===== src/rtl/writeback_arbiter_if.sv =====
// Result/issue/write-port bundle between the execution pipes and the writeback arbiter.
// The arbiter takes the slave side; the pipes or a bench take the master side.
interface writeback_arbiter_if #(
  parameter int CNT_W = 3
);
  logic             alu_valid;
  logic [4:0]       alu_rd;
  logic [31:0]      alu_data;
  logic             alu_ready;
  logic             lsu_valid;
  logic [4:0]       lsu_rd;
  logic [31:0]      lsu_data;
  logic             lsu_ready;
  logic             issue_valid;
  logic             issue_long;
  logic [4:0]       issue_rd;
  logic [4:0]       REG_write_address;
  logic             REG_write_enable;
  logic [31:0]      REG_write_value;
  logic [31:0]      busy_mask;
  logic [CNT_W-1:0] fifo_count;

  modport master (
    output alu_valid, alu_rd, alu_data, lsu_valid, lsu_rd, lsu_data,
           issue_valid, issue_long, issue_rd,
    input  alu_ready, lsu_ready, REG_write_address, REG_write_enable,
           REG_write_value, busy_mask, fifo_count
  );

  modport slave (
    input  alu_valid, alu_rd, alu_data, lsu_valid, lsu_rd, lsu_data,
           issue_valid, issue_long, issue_rd,
    output alu_ready, lsu_ready, REG_write_address, REG_write_enable,
           REG_write_value, busy_mask, fifo_count
  );
endinterface


===== src/rtl/writeback_arbiter.sv =====
// Register-file write port arbiter: ALU results pass straight through, LSU results queue in a
// small FIFO, and a pending-destination mask tracks outstanding long-latency writes.
module writeback_arbiter #(
  parameter int LSU_FIFO_DEPTH = 4,
  parameter int CNT_W          = 3
) (
  input logic                 SYS_clk,
  input logic                 SYS_reset,
  writeback_arbiter_if.slave  bus
);
  localparam int PTR_W = CNT_W - 1;

  logic [4:0]       r_mem_rd   [LSU_FIFO_DEPTH];
  logic [31:0]      r_mem_data [LSU_FIFO_DEPTH];
  logic [PTR_W-1:0] r_head, r_tail;
  logic [CNT_W-1:0] r_count;
  logic [31:0]      r_busy;
  logic [4:0]       r_wr_addr;
  logic             r_wr_en;
  logic [31:0]      r_wr_val;

  logic             w_full, w_empty, w_push, w_pop, w_alu_win, w_set;
  logic [4:0]       w_head_rd, w_win_rd;
  logic [31:0]      w_head_data, w_win_data, w_busy_nxt;

  assign w_full      = (r_count == CNT_W'(LSU_FIFO_DEPTH));
  assign w_empty     = (r_count == '0);
  assign w_head_rd   = r_mem_rd[r_head];
  assign w_head_data = r_mem_data[r_head];

  // A full FIFO preempts the ALU; otherwise the ALU always wins and the FIFO takes idle slots.
  assign w_alu_win = !w_full && bus.alu_valid;
  assign w_pop     = w_full || (!bus.alu_valid && !w_empty);
  assign w_push    = bus.lsu_valid && !w_full;
  assign w_set     = bus.issue_valid && bus.issue_long && (bus.issue_rd != 5'd0);

  assign w_win_rd   = w_alu_win ? bus.alu_rd   : w_head_rd;
  assign w_win_data = w_alu_win ? bus.alu_data : w_head_data;

  assign bus.alu_ready         = !w_full;
  assign bus.lsu_ready         = !w_full;
  assign bus.REG_write_address = r_wr_addr;
  assign bus.REG_write_enable  = r_wr_en;
  assign bus.REG_write_value   = r_wr_val;
  assign bus.busy_mask         = r_busy;
  assign bus.fifo_count        = r_count;

  // Set is applied after clear so a same-cycle reissue of the popped rd stays pending.
  always_comb begin
    w_busy_nxt = r_busy;
    if (w_pop) w_busy_nxt[w_head_rd] = 1'b0;
    if (w_set) w_busy_nxt[bus.issue_rd] = 1'b1;
    w_busy_nxt[0] = 1'b0;
  end

  // Storage needs no reset; pointers and count define validity.
  always_ff @(posedge SYS_clk) begin
    if (w_push) begin
      r_mem_rd[r_tail]   <= bus.lsu_rd;
      r_mem_data[r_tail] <= bus.lsu_data;
    end
  end

  always_ff @(posedge SYS_clk) begin
    if (SYS_reset) begin
      r_head    <= '0;
      r_tail    <= '0;
      r_count   <= '0;
      r_busy    <= '0;
      r_wr_addr <= '0;
      r_wr_en   <= 1'b0;
      r_wr_val  <= '0;
    end else begin
      if (w_push) r_tail <= r_tail + PTR_W'(1);
      if (w_pop)  r_head <= r_head + PTR_W'(1);
      case ({w_push, w_pop})
        2'b10:   r_count <= r_count + CNT_W'(1);
        2'b01:   r_count <= r_count - CNT_W'(1);
        default: r_count <= r_count;
      endcase
      r_busy <= w_busy_nxt;
      if (w_alu_win || w_pop) begin
        r_wr_addr <= w_win_rd;
        r_wr_val  <= w_win_data;
        r_wr_en   <= (w_win_rd != 5'd0);
      end else begin
        r_wr_en <= 1'b0;
      end
    end
  end
endmodule


===== src/flat_wrapper.sv =====
// flat-port wrapper written by rule: the top's interface ports become plain ports
module writeback_arbiter_flat 
#(
  parameter int LSU_FIFO_DEPTH = 4,
  parameter int CNT_W          = 3
)
  (SYS_clk, SYS_reset, bus_alu_valid, bus_alu_rd, bus_alu_data, bus_lsu_valid, bus_lsu_rd, bus_lsu_data, bus_issue_valid, bus_issue_long, bus_issue_rd, bus_alu_ready, bus_lsu_ready, bus_REG_write_address, bus_REG_write_enable, bus_REG_write_value, bus_busy_mask, bus_fifo_count);
  writeback_arbiter_if #(.CNT_W(CNT_W)) bus_i ();
  input logic SYS_clk;
  input logic SYS_reset;
  input wire logic [$bits(bus_i.alu_valid)-1:0] bus_alu_valid;
  input wire logic [$bits(bus_i.alu_rd)-1:0] bus_alu_rd;
  input wire logic [$bits(bus_i.alu_data)-1:0] bus_alu_data;
  input wire logic [$bits(bus_i.lsu_valid)-1:0] bus_lsu_valid;
  input wire logic [$bits(bus_i.lsu_rd)-1:0] bus_lsu_rd;
  input wire logic [$bits(bus_i.lsu_data)-1:0] bus_lsu_data;
  input wire logic [$bits(bus_i.issue_valid)-1:0] bus_issue_valid;
  input wire logic [$bits(bus_i.issue_long)-1:0] bus_issue_long;
  input wire logic [$bits(bus_i.issue_rd)-1:0] bus_issue_rd;
  output wire logic [$bits(bus_i.alu_ready)-1:0] bus_alu_ready;
  output wire logic [$bits(bus_i.lsu_ready)-1:0] bus_lsu_ready;
  output wire logic [$bits(bus_i.REG_write_address)-1:0] bus_REG_write_address;
  output wire logic [$bits(bus_i.REG_write_enable)-1:0] bus_REG_write_enable;
  output wire logic [$bits(bus_i.REG_write_value)-1:0] bus_REG_write_value;
  output wire logic [$bits(bus_i.busy_mask)-1:0] bus_busy_mask;
  output wire logic [$bits(bus_i.fifo_count)-1:0] bus_fifo_count;
  assign bus_i.alu_valid = bus_alu_valid;
  assign bus_i.alu_rd = bus_alu_rd;
  assign bus_i.alu_data = bus_alu_data;
  assign bus_i.lsu_valid = bus_lsu_valid;
  assign bus_i.lsu_rd = bus_lsu_rd;
  assign bus_i.lsu_data = bus_lsu_data;
  assign bus_i.issue_valid = bus_issue_valid;
  assign bus_i.issue_long = bus_issue_long;
  assign bus_i.issue_rd = bus_issue_rd;
  assign bus_alu_ready = bus_i.alu_ready;
  assign bus_lsu_ready = bus_i.lsu_ready;
  assign bus_REG_write_address = bus_i.REG_write_address;
  assign bus_REG_write_enable = bus_i.REG_write_enable;
  assign bus_REG_write_value = bus_i.REG_write_value;
  assign bus_busy_mask = bus_i.busy_mask;
  assign bus_fifo_count = bus_i.fifo_count;
  writeback_arbiter #(.LSU_FIFO_DEPTH(LSU_FIFO_DEPTH), .CNT_W(CNT_W)) u_core (.SYS_clk(SYS_clk), .SYS_reset(SYS_reset), .bus(bus_i));
endmodule

===== config.mk =====
export PLATFORM = sky130hd
export DESIGN_NAME = writeback_arbiter_flat
export DESIGN_NICKNAME = d
export VERILOG_FILES = /design/src/rtl/writeback_arbiter_if.sv /design/src/rtl/writeback_arbiter.sv /design/src/flat_wrapper.sv
export SDC_FILE = /design/constraint.sdc
export NUM_CORES = 1
export LEC_CHECK = 0
export ABC_AREA = 1
export CORE_UTILIZATION = 45
export CTS_CLUSTER_DIAMETER = 100
export CTS_CLUSTER_SIZE = 14
export DETAILED_ROUTE_END_ITERATION = 7
export PLACE_DENSITY_LB_ADDON = 0.08
export SETUP_SLACK_MARGIN = 0.4
export SYNTH_ARGS = -nofsm -noshare
export SYNTH_HDL_FRONTEND = slang
export SYNTH_SLANG_ARGS = --single-unit

===== constraint.sdc =====
create_clock -name SYS_clk -period 2.8 [get_ports SYS_clk]
set_clock_uncertainty 0.15 [all_clocks]
set_input_delay 0.56 -clock SYS_clk [delete_from_list [all_inputs] [get_ports SYS_clk]]
set_output_delay 0.56 -clock SYS_clk [all_outputs]
set_load 0.02 [all_outputs]

==> impl_metrics.ini, run 1 <==
[routing]
drt_pass1_iterations = 5
ant_nets = 0
drc = 0
drt-wirelength-per-cell_um = 16.15
dr_total_vias = 6687
drt-initial-drc-count = 334
totalWireLength_um = 21160
vias_per_cell = 5.105

[timing]
hold_viol = 0
maxSlewHeadroom_pct = 57.72
layout_setup_ws_ns = 0.5620
rsz0062_at_grt = no
min_period_ns = 2.238
setup_viol = 0
worstMarginPinSlew_ns = 0.6319
hold_ws_ns = 0.3051
post-route-period-util_pct = 79.93
fmax_mhz = 446.8
maxSlewViolCount = 0
tns_ns = 0

[worst_setup_path]
r2r_slack_ns = 0.81
required_ns = 2.09
path_cells = clkdlybuf4s50_1
critPathBufInv = 1
r2r-end = u_core.bus.busy_mask[28]$_SDFF_PP0_
ff2ff_path_depth = 10
critPathSlowestCell = clkdlybuf4s50_1
cp-end-kind = output port
cp_max_fo = 4
cp-start-kind = flop
slowest_delay_ns = 0.64
path_delay_family = buffers and inverters
path_class = flop to output port
arrival_ns = 1.53

[min_path]
whs_path_depth = 2
hold_class = flop to flop
hp-start = u_core.r_head[1]$_SDFFE_PP0N_

[synthesis]
synth_warnings = 0
yosysTopAreaCellShare_pct = 49.24
postSynthAreaPerCell_um2 = 10.36
ys_types = 27
async_reset_ff_share_pct = 0
synth_top_cell_by_area = edfxtp_1
synth_cells = 871
synth_edf_count = 148
synth.most_common_cell = edfxtp_1
ys_seq_elements = 226
synthTopCellsByArea = edfxtp_1, dfxtp_1, o21ai_0
syn-num-nets = 962
ys.flop_type = edfxtp_1
syn_area_um2 = 9026
seq_area_frac_synth_pct = 66.54
synth_commonest_cells = edfxtp_1, nand2_1, nor2_1

[clock_network]
post_cts_buffers = 0
cts_resized = 1
clk_pin_slew_ns = 0.07
cts_tree = done
clock_path_buffers = 3
cts_num_sinks = 226
cts_root_buf = clkbuf_16
cts_buffers = 20
clkLatencyLatePin_ns = 0.50
h-tree-depth = 1
hold_buffers = 0

[pwr]
power_frac_seq_pct = 41.9
total_power_mw = 10.05
pwr-share-clk_pct = 25.2
power_switching_mw = 3.461
netSwitchingFraction_pct = 34.44
p_int_mw = 6.587
p_comb_share_pct = 32.8
peakVddDrop_v = 0.0005079
p_leak_nw = 4.038
power_density_nw_per_um2 = 869.0

[global_routing]
grt_pass1_wl_um = 33620
track_usage_pct = 21.06
use_met1_pct = 28.00
use_met2_pct = 35.95
grt_pass1_vias = 6538
top_usage_layer = met2
antenna_found_initial = 2
overflow = 0
grtUsageMet3_pct = 3.499
grt_max_degree = 52

[floorplan]
placementRows = 51
io_pins = 160
initial_core_util_pct = 46.08
core-area_um2 = 19590
die_area_um2 = 20630
die_w_um = 143.6
fp.dieH_um = 143.6

[finish]
fillers = 1676
design_area_um2 = 11560
drive_gt1_share_pct = 7.950
syn_to_final_growth_pct = 28.10
finish.utilization_pct = 59.02
stdcell_count = 1310
final_net_count = 1122

[place]
post_dp_cell_area_um2 = 10970
hpwl_um = 13390
dp.cells = 1274
gp_congestion = 0.8084
post-place-ws_ns = 0.1813
port_buffers = 158

[outcome]
outcome = finished clean

[job]
max-cap-violations = 0
-- flip-flops by register name (all words and copies together) (netlist names), named ones only --
signal / cells
u_core.r_mem_data: 128
u_core.bus.REG_write_value: 32
u_core.bus.busy_mask: 31
u_core.r_mem_rd: 20
u_core.bus.REG_write_address: 5
u_core.bus.fifo_count: 3
u_core.r_head: 2
u_core.r_tail: 2
u_core.bus.REG_write_enable: 1
-- cells by family (layout without fill, tap and decap cells) --
group / after synthesis / count (layout) / synth area share, %
flops: 226 / 226 / 66.54
fa+ha+maj: 6 / 6 / 0.9149
compound gates: 217 / 217 / 12.95
other cells: 1 / 2 / 0.04155
buf+inv: 115 / 288 / 5.212
simple gates: 306 / 306 / 14.35
-- power by group through the flow --
| stage | logic [mW] | clock network, mW | registers (mW) |
|---|---|---|---|
| 6_report | 3.30 | 2.53 | 4.21 |
| 3_5_place_dp | 3.33 | 0 | 4.29 |
| 3_3_place_gp | 3.29 | 0 | 4.28 |
| 4_1_cts | 3.34 | 2.59 | 4.22 |
| 5_1_grt | 3.67 | 2.70 | 4.26 |
| 2_1_floorplan | 1.78 | 0 | 4.56 |
-- layout make-up --
cell class | count | area (um^2) | area share (%)
antenna | 1 | 2.502 | 0.02164
clock buffer | 33 | 549.3 | 4.751
clock inverter | 2 | 32.53 | 0.2814
inverter | 70 | 265.3 | 2.294
multi-input combinational | 530 | 2585 | 22.36
sequential | 226 | 6010 | 51.98
tap | 265 | 331.6 | 2.868
timing repair buffer | 183 | 1787 | 15.45
-- tightest hold or removal path, cell delays in order (launching register included) --
cell     delay (ns)
dfxtp_1        0.30
inv_1          0.05
a21oi_1        0.07
-- how the worst max path moves through the flow --
stage	cells past startpoint	slack, ns	endpoint	from
3_5_place_dp	11	0.18	u_core.bus.fifo_count[2]$_SDFFE_PP0P_	bus_alu_valid
5_1_grt	11	0.46	u_core.bus.fifo_count[2]$_SDFFE_PP0P_	bus_alu_valid
3_3_place_gp	11	0.20	u_core.bus.fifo_count[2]$_SDFFE_PP0P_	bus_alu_valid
6_report	1	0.56	bus_fifo_count[2]	u_core.bus.fifo_count[2]$_SDFFE_PP0P_
2_1_floorplan	4	0.29	u_core.r_mem_data[0][0]$_DFFE_PP_	u_core.bus.fifo_count[1]$_SDFFE_PP0P_
4_1_cts	3	0.41	bus_alu_ready	u_core.bus.fifo_count[0]$_SDFFE_PP0P_
-- cell usage in the layout (no fill, tap or decap), types with 30 or more instances in the layout --
| cell type | n |
|---|---|
| dfxtp_1 | 75 |
| nor2_1 | 108 |
| edfxtp_1 | 148 |
| nand3_1 | 30 |
| o22ai_1 | 64 |
| nand2_1 | 136 |
| inv_1 | 66 |
| o21ai_0 | 111 |
| a21oi_1 | 40 |
| clkdlybuf4s50_1 | 156 |
-- routing by layer --
metal  up-vias  share of wire (%)
li1       3325                  -
met1      3142                 45
met2       194                 47
met3        24                5.9
met4         2                1.4
met5         -              0.043
No activity file was read; power rests on OpenSTA's default activity.
==> inputs of run 2 (changes only) <==
==> constraint.sdc (replaced) <==
create_clock -name SYS_clk -period 2.06 [get_ports SYS_clk]
set_clock_uncertainty 0.15 [all_clocks]
set_input_delay 0.412 -clock SYS_clk [delete_from_list [all_inputs] [get_ports SYS_clk]]
set_output_delay 0.412 -clock SYS_clk [all_outputs]
set_load 0.02 [all_outputs]
==> impl_metrics.ini, run 2 (same netlist as run 1, synthesis figures left out) <==
[place]
dp.cells = 1289
hpwl_um = 13810
gp_congestion = 0.8147
port_buffers = 158

[global_routing]
antenna_found_initial = 0
grt_pass1_vias = 6597
track_usage_pct = 21.61
grt_pass1_wl_um = 34470
grt_max_degree = 33
overflow = 0

[routing]
drc = 0
totalWireLength_um = 21810
vias_per_cell = 5.137
dr_total_vias = 6863
ant_nets = 0
drt-initial-drc-count = 387
drt_pass1_iterations = 5
drt-wirelength-per-cell_um = 16.32

[finish]
drive_gt1_share_pct = 18.67
diodes = 0
largest_reg_flops = 128
final_common_cell = edfxtp_1
layout_common_cells = edfxtp_1, nand2_1, o21ai_0
finish.utilization_pct = 60.36
stdcell_count = 1336
fillers = 1688
seqCellArea_um2 = 6022
multi_input_area_um2 = 2698
final_net_count = 1151
syn_to_final_growth_pct = 31.01
top_register = u_core.r_mem_data

[clock_network]
cts_buffers = 20
clk_pin_slew_ns = 0.07
cts_root_buf = clkbuf_16
cts_num_sinks = 226
clock_path_buffers = 3
h-tree-depth = 1
cts_tree = done
clkLatencyLatePin_ns = 0.51

[worst_setup_path]
cp_max_fo = 4
arrival_ns = 2.04
path_class = flop to flop
r2r_slack_ns = 0.25
reg2reg_from = u_core.bus.fifo_count[0]$_SDFFE_PP0P_
r2r-end = u_core.bus.fifo_count[2]$_SDFFE_PP0P_
required_ns = 2.29
ff2ff_path_depth = 10
cp-start-kind = flop
cp-end-kind = flop

[timing]
setup_viol = 0
fmax_mhz = 552.0
rsz0062_at_grt = yes
tns_ns = 0
post-route-period-util_pct = 87.93
hold_ws_ns = 0.3048
min_period_ns = 1.811
maxSlewViolCount = 0
hold_viol = 0

[min_path]
whs_path_depth = 2
whs_endpoint = u_core.bus.busy_mask[22]$_SDFF_PP0_
hold_class = flop to flop
hp-start = u_core.bus.busy_mask[22]$_SDFF_PP0_

[outcome]
outcome = finished clean

[pwr]
peakVddDrop_v = 0.0006405
power_density_nw_per_um2 = 1207
total_power_mw = 14.27
p_leak_nw = 4.426

[floorplan]
core-area_um2 = 19590
die_area_um2 = 20630
fp.dieH_um = 143.6
placementRows = 51
io_pins = 160
initial_core_util_pct = 46.08
die_w_um = 143.6

[job]
max-cap-violations = 0
==> run 2: cell count changes in the layout (fill, tap and decap cells not counted), sizes merged, moves of 2 or more <==
cell / before / now
dlymetal6s2s: 2 / 0
clkdlybuf4s50: 156 / 84
buf: 25 / 123
bufbuf: 0 / 2
==> run 2: layout make-up <==
| type | count | share of cell area [%] |
|---|---|---|
| clock inverters | 2 | 0.2751 |
| flip-flops and latches | 226 | 50.93 |
| inverters | 70 | 2.360 |
| clock buffers | 31 | 4.582 |
| multi-input cells | 530 | 22.81 |
| well taps | 265 | 2.804 |
| repair buffers | 212 | 16.24 |
==> run 2: how the worst max path moves through the flow <==
| stage | endpoint | slack, ns | startpoint |
|---|---|---|---|
| 2_1_floorplan | u_core.bus.fifo_count[1]$_SDFFE_PP0P_ | 0.17 | u_core.bus.fifo_count[1]$_SDFFE_PP0P_ |
| 3_3_place_gp | u_core.bus.fifo_count[1]$_SDFFE_PP0P_ | -0.18 | bus_alu_valid |
| 3_5_place_dp | u_core.bus.fifo_count[2]$_SDFFE_PP0P_ | -0.18 | bus_alu_valid |
| 4_1_cts | u_core.bus.fifo_count[1]$_SDFFE_PP0P_ | 0.24 | u_core.bus.fifo_count[0]$_SDFFE_PP0P_ |
| 5_1_grt | u_core.bus.fifo_count[2]$_SDFFE_PP0P_ | 0.15 | u_core.bus.fifo_count[0]$_SDFFE_PP0P_ |
| 6_report | u_core.bus.fifo_count[2]$_SDFFE_PP0P_ | 0.25 | u_core.bus.fifo_count[0]$_SDFFE_PP0P_ |
==> run 2: stage by stage <==
| stage | cell area, um^2 | worst slack, ns |
|---|---|---|
| after global routing | 11830 | 0.1473 |
| after detailed placement | 11290 | -0.1845 |
| final | 11830 | 0.2486 |
| after CTS | 11810 | 0.2407 |
| after floorplan | 9114 | 0.1731 |
| after global placement | 11290 | -0.1798 |
==> run 2: routing by layer <==
metal	vias up	share of wire, %	global-route usage (%)
met5	-	0	0
met4	0	2.0	5.487
met3	34	4.3	2.766
met2	187	47	36.20
met1	3255	46	29.71
li1	3387	-	-
==> run 2: power by group <==
group | leakage [nW] | internal, mW | switching [mW]
Combinational | 2.15 | 1.97 | 3.11
Clock | 0.273 | 1.83 | 1.60
Sequential | 2.00 | 5.50 | 0.271
==> run 2: repair_timing <==
action	in CTS	in global routing
endpoints found under the setup margin	141	161
hold endpoints to repair	0	0
hold buffers	0	0
buffers inserted	10	1
cloned	2	1
pin swaps	19	16
gates resized for setup	301	26
==> run 2: worst max-delay path, stage by stage, from the launching register on <==
cell	delay, ns
dfxtp_4	0.36
nor2_4	0.14
nor2_2	0.07
nor2_4	0.11
ha_4	0.14
inv_2	0.04
fa_2	0.33
a21oi_1	0.12
o21ai_1	0.09
o21ai_1	0.12
a21oi_1	0.05
